<file path="src/rtl/clamp_seq_pkg.sv">
// rtl/clamp_seq_pkg.sv - shared types and elaboration helpers for clamp_seq
// Purpose: FSM state encoding, index-width helper and parameter sanity check
//          shared by the clamp_seq interface, top and clamp stage.
// Ports:   none (package).
package clamp_seq_pkg;

  typedef enum logic [1:0] {
    IDLE = 2'd0,
    RUN  = 2'd1,
    HOLD = 2'd2
  } state_t;

  // Width of the component index; a single-component vector still needs one bit.
  function automatic int idx_width(input int ncomp);
    return (ncomp > 1) ? $clog2(ncomp) : 1;
  endfunction

  // The clamp needs a sign bit plus at least one overflow bit above OUTW.
  function automatic bit widths_ok(input int inw, input int outw);
    return inw >= outw + 2;
  endfunction

endpackage

</file>
<file path="src/rtl/clamp_seq_if.sv">
// rtl/clamp_seq_if.sv - input/output stream bundle for clamp_seq
// Purpose: groups the input vector handshake and the clamped result handshake.
// Ports:   in_valid/in_ready/in_data  - packed signed input vector stream
//          out_valid/out_ready/out_data/out_sat - packed unsigned result stream
//          master modport: stimulus/sink side; slave modport: clamp_seq side.
interface clamp_seq_if #(
  parameter int INW   = 16,
  parameter int OUTW  = 8,
  parameter int NCOMP = 3
);

  logic                    in_valid;
  logic                    in_ready;
  logic [NCOMP*INW-1:0]    in_data;
  logic                    out_valid;
  logic                    out_ready;
  logic [NCOMP*OUTW-1:0]   out_data;
  logic [NCOMP-1:0]        out_sat;

  modport master (
    output in_valid, in_data, out_ready,
    input  in_ready, out_valid, out_data, out_sat
  );

  modport slave (
    input  in_valid, in_data, out_ready,
    output in_ready, out_valid, out_data, out_sat
  );

endinterface

</file>
<file path="src/rtl/clamp_seq_clamp.sv">
// rtl/clamp_seq_clamp.sv - combinational signed-to-unsigned positive clamp
// Purpose: maps a signed INW-bit value onto 0..2^OUTW-1.
// Ports:   value  - signed input component
//          result - clamped unsigned component
module clamp_seq_clamp #(
  parameter int INW  = 16,
  parameter int OUTW = 8
) (
  input  logic signed [INW-1:0] value,
  output logic [OUTW-1:0]       result
);

  always_comb begin
    result = value[OUTW-1:0];
    if (value[INW-1]) begin
      result = '0;
    end else if (|value[INW-2:OUTW]) begin
      result = '1;
    end
  end

endmodule

</file>
<file path="src/rtl/clamp_seq.sv">
// rtl/clamp_seq.sv - time-multiplexed clamp of a packed signed vector
// Purpose: accepts one packed signed vector, clamps one component per cycle
//          through a single shared clamp stage, then holds the packed unsigned
//          result and per-component saturation flags until the sink takes it.
// Ports:   clk, rst   - clock and synchronous active-high reset
//          bus        - clamp_seq_if slave: input vector and result streams
//          sat_clear  - synchronous clear of sat_count (wins over increment)
//          sat_count  - saturating count of clamped components
//          busy       - high whenever the sequencer is not idle
module clamp_seq
  import clamp_seq_pkg::*;
#(
  parameter int INW   = 16,
  parameter int OUTW  = 8,
  parameter int NCOMP = 3,
  parameter int CNTW  = 16
) (
  input  logic            clk,
  input  logic            rst,
  clamp_seq_if.slave      bus,
  input  logic            sat_clear,
  output logic [CNTW-1:0] sat_count,
  output logic            busy
);

  localparam int             IW   = idx_width(NCOMP);
  localparam logic [IW-1:0]  LAST = IW'(NCOMP - 1);

  if (!widths_ok(INW, OUTW)) begin : g_width_check
    $error("clamp_seq: INW must be at least OUTW+2");
  end

  state_t                  state, state_n;
  logic [NCOMP*INW-1:0]    src_reg;
  logic [IW-1:0]           idx;
  logic [NCOMP*OUTW-1:0]   res_reg;
  logic [NCOMP-1:0]        flag_reg;
  logic                    accept;
  logic                    run;

  logic signed [INW-1:0]   cur;
  logic [OUTW-1:0]         cur_clamped;
  logic                    cur_flag;

  // Single shared clamp, fed by the component selected by idx.
  assign cur      = src_reg[idx*INW +: INW];
  assign cur_flag = cur[INW-1] | (|cur[INW-2:OUTW]);

  clamp_seq_clamp #(
    .INW  (INW),
    .OUTW (OUTW)
  ) u_clamp (
    .value  (cur),
    .result (cur_clamped)
  );

  always_ff @(posedge clk) begin
    if (rst) begin
      state <= IDLE;
    end else begin
      state <= state_n;
    end
  end

  always_comb begin
    state_n      = state;
    accept       = 1'b0;
    run          = 1'b0;
    bus.in_ready = 1'b0;
    case (state)
      IDLE: begin
        bus.in_ready = 1'b1;
        if (bus.in_valid) begin
          accept  = 1'b1;
          state_n = RUN;
        end
      end
      RUN: begin
        run = 1'b1;
        if (idx == LAST) begin
          state_n = HOLD;
        end
      end
      HOLD: begin
        // A new vector may enter on the same edge the held result leaves.
        bus.in_ready = bus.out_ready;
        if (bus.out_ready) begin
          if (bus.in_valid) begin
            accept  = 1'b1;
            state_n = RUN;
          end else begin
            state_n = IDLE;
          end
        end
      end
      default: state_n = IDLE;
    endcase
    if (rst) begin
      bus.in_ready = 1'b0;
      accept       = 1'b0;
    end
  end

  always_ff @(posedge clk) begin
    if (rst) begin
      src_reg  <= '0;
      idx      <= '0;
      res_reg  <= '0;
      flag_reg <= '0;
    end else if (accept) begin
      src_reg <= bus.in_data;
      idx     <= '0;
    end else if (run) begin
      res_reg[idx*OUTW +: OUTW] <= cur_clamped;
      flag_reg[idx]             <= cur_flag;
      idx                       <= (idx == LAST) ? '0 : idx + 1'b1;
    end
  end

  // A clamp event landing on a sat_clear cycle is dropped, not carried over.
  always_ff @(posedge clk) begin
    if (rst || sat_clear) begin
      sat_count <= '0;
    end else if (run && cur_flag && (sat_count != '1)) begin
      sat_count <= sat_count + 1'b1;
    end
  end

  assign bus.out_valid = (state == HOLD);
  assign bus.out_data  = res_reg;
  assign bus.out_sat   = flag_reg;
  assign busy          = (state != IDLE);

endmodule

</file>
<file path="src/flat_wrapper.sv">
// flat-port wrapper written by rule: the top's interface ports become plain ports
module clamp_seq_flat import clamp_seq_pkg::*;
#(
  parameter int INW   = 16,
  parameter int OUTW  = 8,
  parameter int NCOMP = 3,
  parameter int CNTW  = 16
)
  (clk, rst, sat_clear, sat_count, busy, bus_in_valid, bus_in_data, bus_out_ready, bus_in_ready, bus_out_valid, bus_out_data, bus_out_sat);
  clamp_seq_if #(.INW(INW), .OUTW(OUTW), .NCOMP(NCOMP)) bus_i ();
  input  logic clk;
  input  logic rst;
  input  logic sat_clear;
  output logic [CNTW-1:0] sat_count;
  output logic busy;
  input wire logic [$bits(bus_i.in_valid)-1:0] bus_in_valid;
  input wire logic [$bits(bus_i.in_data)-1:0] bus_in_data;
  input wire logic [$bits(bus_i.out_ready)-1:0] bus_out_ready;
  output wire logic [$bits(bus_i.in_ready)-1:0] bus_in_ready;
  output wire logic [$bits(bus_i.out_valid)-1:0] bus_out_valid;
  output wire logic [$bits(bus_i.out_data)-1:0] bus_out_data;
  output wire logic [$bits(bus_i.out_sat)-1:0] bus_out_sat;
  assign bus_i.in_valid = bus_in_valid;
  assign bus_i.in_data = bus_in_data;
  assign bus_i.out_ready = bus_out_ready;
  assign bus_in_ready = bus_i.in_ready;
  assign bus_out_valid = bus_i.out_valid;
  assign bus_out_data = bus_i.out_data;
  assign bus_out_sat = bus_i.out_sat;
  clamp_seq #(.INW(INW), .OUTW(OUTW), .NCOMP(NCOMP), .CNTW(CNTW)) u_core (.clk(clk), .rst(rst), .bus(bus_i), .sat_clear(sat_clear), .sat_count(sat_count), .busy(busy));
endmodule
</file>
<file path="config.mk">
export PLATFORM = sky130hd
export DESIGN_NAME = clamp_seq_flat
export DESIGN_NICKNAME = d
export VERILOG_FILES = /design/src/rtl/clamp_seq_pkg.sv /design/src/rtl/clamp_seq_if.sv /design/src/rtl/clamp_seq_clamp.sv /design/src/rtl/clamp_seq.sv /design/src/flat_wrapper.sv
export SDC_FILE = /design/constraint.sdc
export NUM_CORES = 1
export LEC_CHECK = 0
export CORE_ASPECT_RATIO = 1.1
export CORE_UTILIZATION = 52
export CTS_CLUSTER_DIAMETER = 60
export DETAILED_ROUTE_END_ITERATION = 10
export MAX_ROUTING_LAYER = met4
export PLACE_DENSITY = 0.89
export SLEW_MARGIN = 0
export SYNTH_ARGS = -nofsm -noshare
export SYNTH_HDL_FRONTEND = slang
export SYNTH_SLANG_ARGS = --single-unit
</file>
<file path="constraint.sdc">
create_clock -name clk -period 3.5 [get_ports clk]
set_clock_uncertainty 0.1 [all_clocks]
set_input_delay 0.35 -clock clk [delete_from_list [all_inputs] [get_ports clk]]
set_output_delay 0.35 -clock clk [all_outputs]
set_load 0.01 [all_outputs]
</file>
; Yosys cells after proc, flatten, opt, wreduce, memory -nomap -nowiden
; Cells that the tools add are included.
[totals]
rom_bits = 0
out_inout_bits = 46
mem_count = 0
ramBits = 0
ff_bits = 95
latchBits = 0
word_cells = 52
[op_classes]
bitwise_logic = 2
multipliers = 0
n_div = 0
reduce_logical = 10
shift = 3
n_addsub = 3
eq_ne = 7
mux = 19
magnitude_cmp = 2
[op_table]
columns = op, n
row1 = $shiftx A48 B7 Y16, 1
row2 = $neg A5 Y34, 1
row3 = $shift A8 B34 Y24 const A, 1
row4 = $shiftx A8 B34 Y24, 1
row5 = $bwmux W24, 1
row6 = $add A16 B1 Y16 const B, 1
row7 = $mux W8, 2
row8 = $ne A16 B16 Y1 const B, 1
row9 = $mux W2, 4
row10 = $mux W1, 7
row11 = $reduce_or A7 Y1, 1
row12 = $pmux W2 S3, 1
row13 = $eq A2 B2 Y1 const B, 2
row14 = $ne A2 B2 Y1 const B, 2
row15 = $pmux W1 S2, 2
row16 = $bwmux W3, 1
row17 = $logic_and A1 B1 Y1, 3
row18 = $lt A2 B3 Y1 const B, 1
row19 = $reduce_and A3 Y1, 1
row20 = $add A2 B1 Y2 const B, 1
row21 = $demux W1 S2, 1
row22 = $eq A2 B1 Y1 const B, 1
row23 = $ge A2 B1 Y1 const B, 1
row24 = $logic_not A2 Y1, 1
row25 = other kinds (7), 7

; Depth between registers and ports, before layout
[depth]
ltp_word = 6
ltp_mapped = 8
mapped_depth_nobuf = 7

; Cells and area by module
; From an unflattened synthesis, not the netlist that was laid out.
[hier_totals]
cells_unflattened = 412
hier_area_um2 = 4005.1
[modules_own_cells]
columns = mod, cells_each, seq_area_each_um2, area_per_inst_um2, n_inst
row1 = clamp_seq, 392, 1901.8, 3891.2, 1
row2 = clamp_seq_clamp, 20, 0.0, 113.9, 1

; Worst setup path after synthesis
; OpenSTA, ideal clock, no wires.
[synth_timing]
path_kind = flip-flop to flip-flop
start = reg u_core.sat_count[0]
end = reg u_core.sat_count[0]
arrival_ns = 1.731
period_less_slack_ns = 1.959
path_slack_ns = 1.541
path_stages_with_launch = 9
setup_ns = 0.128
n_path_buf = 1
t_required_ns = 3.272
path_cell_list = dfxtp_1 ha_1 nand3_1 nor4_2 a21oi_1 o21ai_2 buf_4 xor2_1 nor2_1
[synth_between]
elab_chain_len = 2
elab_cells_between_ends = 3
[synth_lines]
columns = item, line
row1 = "start, declared", clamp_seq.sv:22  ; output logic [CNTW-1:0] sat_count,
row2 = "start signal, assigned", clamp_seq.sv:125  ; sat_count <= sat_count + 1'b1;
row3 = "parallel branches: the longest is 2 deep, another holds $add A16 B1 Y16", -
; Parallel ways; which one is timed is not known.
; A chain may end at the register's enable or synchronous reset.

; Worst setup path in the final report
[layout_timing]
start = reg u_core.idx[0]
end = reg u_core.res_reg[18] (netlist: u_core.bus.out_data[18])
[layout_between]
elab_chain_len = 6
elab_cells_between_ends = 8
[layout_lines]
columns = item, line
row1 = "start, declared", clamp_seq.sv:35  ; logic [IW-1:0] idx;
row2 = "start signal, assigned", clamp_seq.sv:116  ; idx <= (idx == LAST) ? '0 : idx + 1'b1;
row3 = $shiftx A48 B7 Y16, clamp_seq.sv:46  ; assign cur = src_reg[idx*INW +: INW];
row4 = $reduce_or A7 Y1, clamp_seq_clamp.sv:17  ; end else if (|value[INW-2:OUTW]) begin
row5 = $mux W8, clamp_seq_clamp.sv:17
row6 = $mux W8, clamp_seq_clamp.sv:15  ; if (value[INW-1]) begin
row7 = $shiftx A8 B34 Y24, clamp_seq.sv:114  ; res_reg[idx*OUTW +: OUTW] <= cur_clamped;
row8 = $bwmux W24 (*), clamp_seq.sv:114
row9 = "end signal, assigned by index", clamp_seq.sv:114
row10 = "end, declared", clamp_seq.sv:36  ; logic [NCOMP*OUTW-1:0] res_reg;
; Every way passes the cells marked *; elsewhere a longest branch is shown, timed or not.

==> reports/results.ini <==
[timing]
period_minus_slack_ns=2.55
whs_ns=0.382
post-route-period-util_pct=72.9
hold_violations=0
drv_slew=0
max_slew.worst_pin.slew_ns=0.934
fin_tns_setup_ns=0
setup_viol=0
clock.fmax_mhz=392
rsz0062_at_grt=no
relSlewSlack_pct=37.3

[setup_path]
r2r-end=u_core.bus.out_data[18]$_SDFFE_PP0P_
critPathLaunch=u_core.idx[0]$_SDFFE_PP0N_
crit_path_cell_trace=inv_1, ha_1, nand2b_1, nor3_1, a22oi_1, nor2_1
r2r_cells=6
critical-path-max-stage-delay_ns=0.72
slowest_stage=nor3_1
r2r-start=u_core.idx[0]$_SDFFE_PP0N_
crit_path_end_kind=flip-flop
critPathLaunchType=flip-flop
cp-endpoint=u_core.bus.out_data[18]$_SDFFE_PP0P_
critical_path_required_ns=3.70
worstPathArrival_ns=2.75
path_max_fanout=15
worstSetupPathType=reg2reg
reg2reg_slack_ns=0.95

[detailed_routing]
drc=0
post_drt_wl_per_cell_um=16.3
vias_per_cell=5.95
final_antenna_net_count=0
num_vias=3290
drt_first_pass_iters=4
drt_wl_total_um=9010
drt-initial-drc-count=182

[grt]
track_usage_pct=26.2
grt_pass1_vias=3032
antenna_found_initial=0
grt_pass1_wl_um=14700
grt_max_degree=51
grt-ovfl-total=0

[clocking]
root_buffer=clkbuf_8
post-cts-setup-buffers=0
clock_sinks=95
clk_path_buf_depth=2
cts_buffers=9
hold_buffers=0
ctsHtreeMaxLevel=3
clock_latency_ns=0.37
cts_tree=yes
path_clk_slew_ns=0.09
cts_resized=0

[synth]
synth-edff-count=0
async_reset_ff_share_pct=0
synth_top_area_cell=dfxtp_1
netlist_area_sq_um=3720
yosysSeqAreaShare_pct=51.1
syn-num-nets=434
synthFlopType=dfxtp_1
yosys_warnings=0
avgSynthCellArea_sq_um=9.95
synth.most_common_cell=dfxtp_1
synthTopCellsByCount=95 x dfxtp_1, 48 x a22o_1, 38 x nor2_1, 25 x a22oi_1, 23 x nand2_1
netlist.area_leader.share_pct=51.1
synth_cells=374
synth_cell_types=45
ys_ff_latch=95
yosys-top-cells-area=dfxtp_1 51%, a22o_1 11%, a22oi_1 5.0%, nor2_1 3.8%, mux2i_1 2.4%

[die]
initial_core_util_pct=55.2
die_area_sq_um=7500
die_x_um=82.7
core-area_sq_um=6750
die_h_um=90.7
num_io_pins=99
fp-row-count=31

[pwr]
power_density_nw_per_um2=435
vdd_drop_max_v=0.000364
total_power_mw=2.14
leakagePower_nw=1.73

[placed_design]
gp_congestion=0.833
place_inst=537
dp_hpwl_um=6490
place_area_sq_um=4750
numPortBuffers=98

[final_layout]
fill_cells=521
design_area_sq_um=4920
drive_gt1_share_pct=7.01
final_nets=526
largest_register_ffs=48
num_antenna_cells=0
final_cells=553
area_growth_pct=32.2

[hold_path]
hp-class=reg2reg

[outcome]
outcome=finished clean

[run]
drv_cap=0

critical path, delay by kind of cell (launching register included):
family / cells / cell delay (ns)
AOI/OAI and AO/OA: 1 / 0.16
adders and majority gates: 1 / 0.32
buffers and inverters: 1 / 0.24
DFF: 1 / 0.62
and+or+nand+nor: 3 / 1.05
cell type report:
class | count | area (sq um) | share of cell area (%)
clock buffer | 9 | 124 | 2.52
sequential | 95 | 1900 | 38.6
clock inverter | 7 | 47.5 | 0.966
inverter | 5 | 18.8 | 0.381
tap | 82 | 103 | 2.08
timing repair buffer | 103 | 1020 | 20.7
multi-input combinational | 252 | 1710 | 34.7
worst min-delay path by stage:
stage / end / cells after the start / from
after global routing: u_core.src_reg[3]$_SDFFE_PP0P_ / 1 / u_core.src_reg[3]$_SDFFE_PP0P_
after CTS: u_core.src_reg[9]$_SDFFE_PP0P_ / 1 / u_core.src_reg[9]$_SDFFE_PP0P_
after detailed placement: u_core.src_reg[22]$_SDFFE_PP0P_ / 1 / u_core.src_reg[22]$_SDFFE_PP0P_
after floorplan: u_core.src_reg[15]$_SDFFE_PP0P_ / 1 / u_core.src_reg[15]$_SDFFE_PP0P_
after global placement: u_core.src_reg[2]$_SDFFE_PP0P_ / 1 / u_core.src_reg[2]$_SDFFE_PP0P_
final: u_core.src_reg[14]$_SDFFE_PP0P_ / 1 / u_core.src_reg[14]$_SDFFE_PP0P_
per-layer routing:
metal / global-route usage, % / wire (um) / up-vias
met5: - / 0 / -
met2: 38.1 / 4330 / 119
met3: 6.57 / 475 / 14
met1: 34.7 / 4060 / 1574
li1: - / - / 1583
met4: 9.34 / 148 / 0
logic make-up (layout without fill, tap and decap cells):
group                    after synthesis  count (layout)  share of synthesized area [%]
XOR/XNOR                               4               4                          0.941
AO/OA/AOI/OAI                        127             127                           26.4
AND/OR/NAND/NOR                      105             105                           13.5
multiplexers                           9               9                           2.42
buffers and inverters                 27             124                           3.29
adder cells (fa/ha/maj)                7               7                           2.35
flip-flops                            95              95                           51.1
layout by cell type (no fill, tap or decap), types with 2 or more instances in the layout:
master,instances
clkinv_2,3
mux2i_1,9
or2_2,2
o211ai_1,11
ha_1,7
nand3_1,7
nor3_1,5
buf_4,5
a21boi_0,2
nand4_1,2
clkbuf_8,9
and3_1,2
or3_1,8
clkdlybuf4s50_1,98
nand2b_1,2
xor2_1,4
a21oi_1,16
nand2_2,3
nand2_1,23
o31ai_1,2
o21ai_0,8
clkinvlp_4,2
nor2_1,38
and2_1,3
inv_1,5
nor4_1,3
dfxtp_1,95
nor2b_1,3
a22oi_1,25
a22o_1,48
a311oi_1,4
through the flow:
| stage | util, % | worst slack [ns] |
|---|---|---|
| 4_1_cts | 72.9 | 1.02 |
| 3_3_place_gp | 70.4 | 1.21 |
| 2_1_floorplan | - | 1.54 |
| 6_report | 72.9 | 0.950 |
| 3_5_place_dp | 70.4 | 1.04 |
| 5_1_grt | 72.9 | 0.670 |
report_power, final:
part           internal, mW  total [mW]  switching (mW)  leakage (nW)
sequential             1.13        1.17          0.0378         0.774
combinational         0.159       0.331           0.172         0.871
clock                 0.258       0.640           0.382        0.0854
total                  1.55        2.14           0.592          1.73
Note: power is estimated with default switching activity, not from simulation.
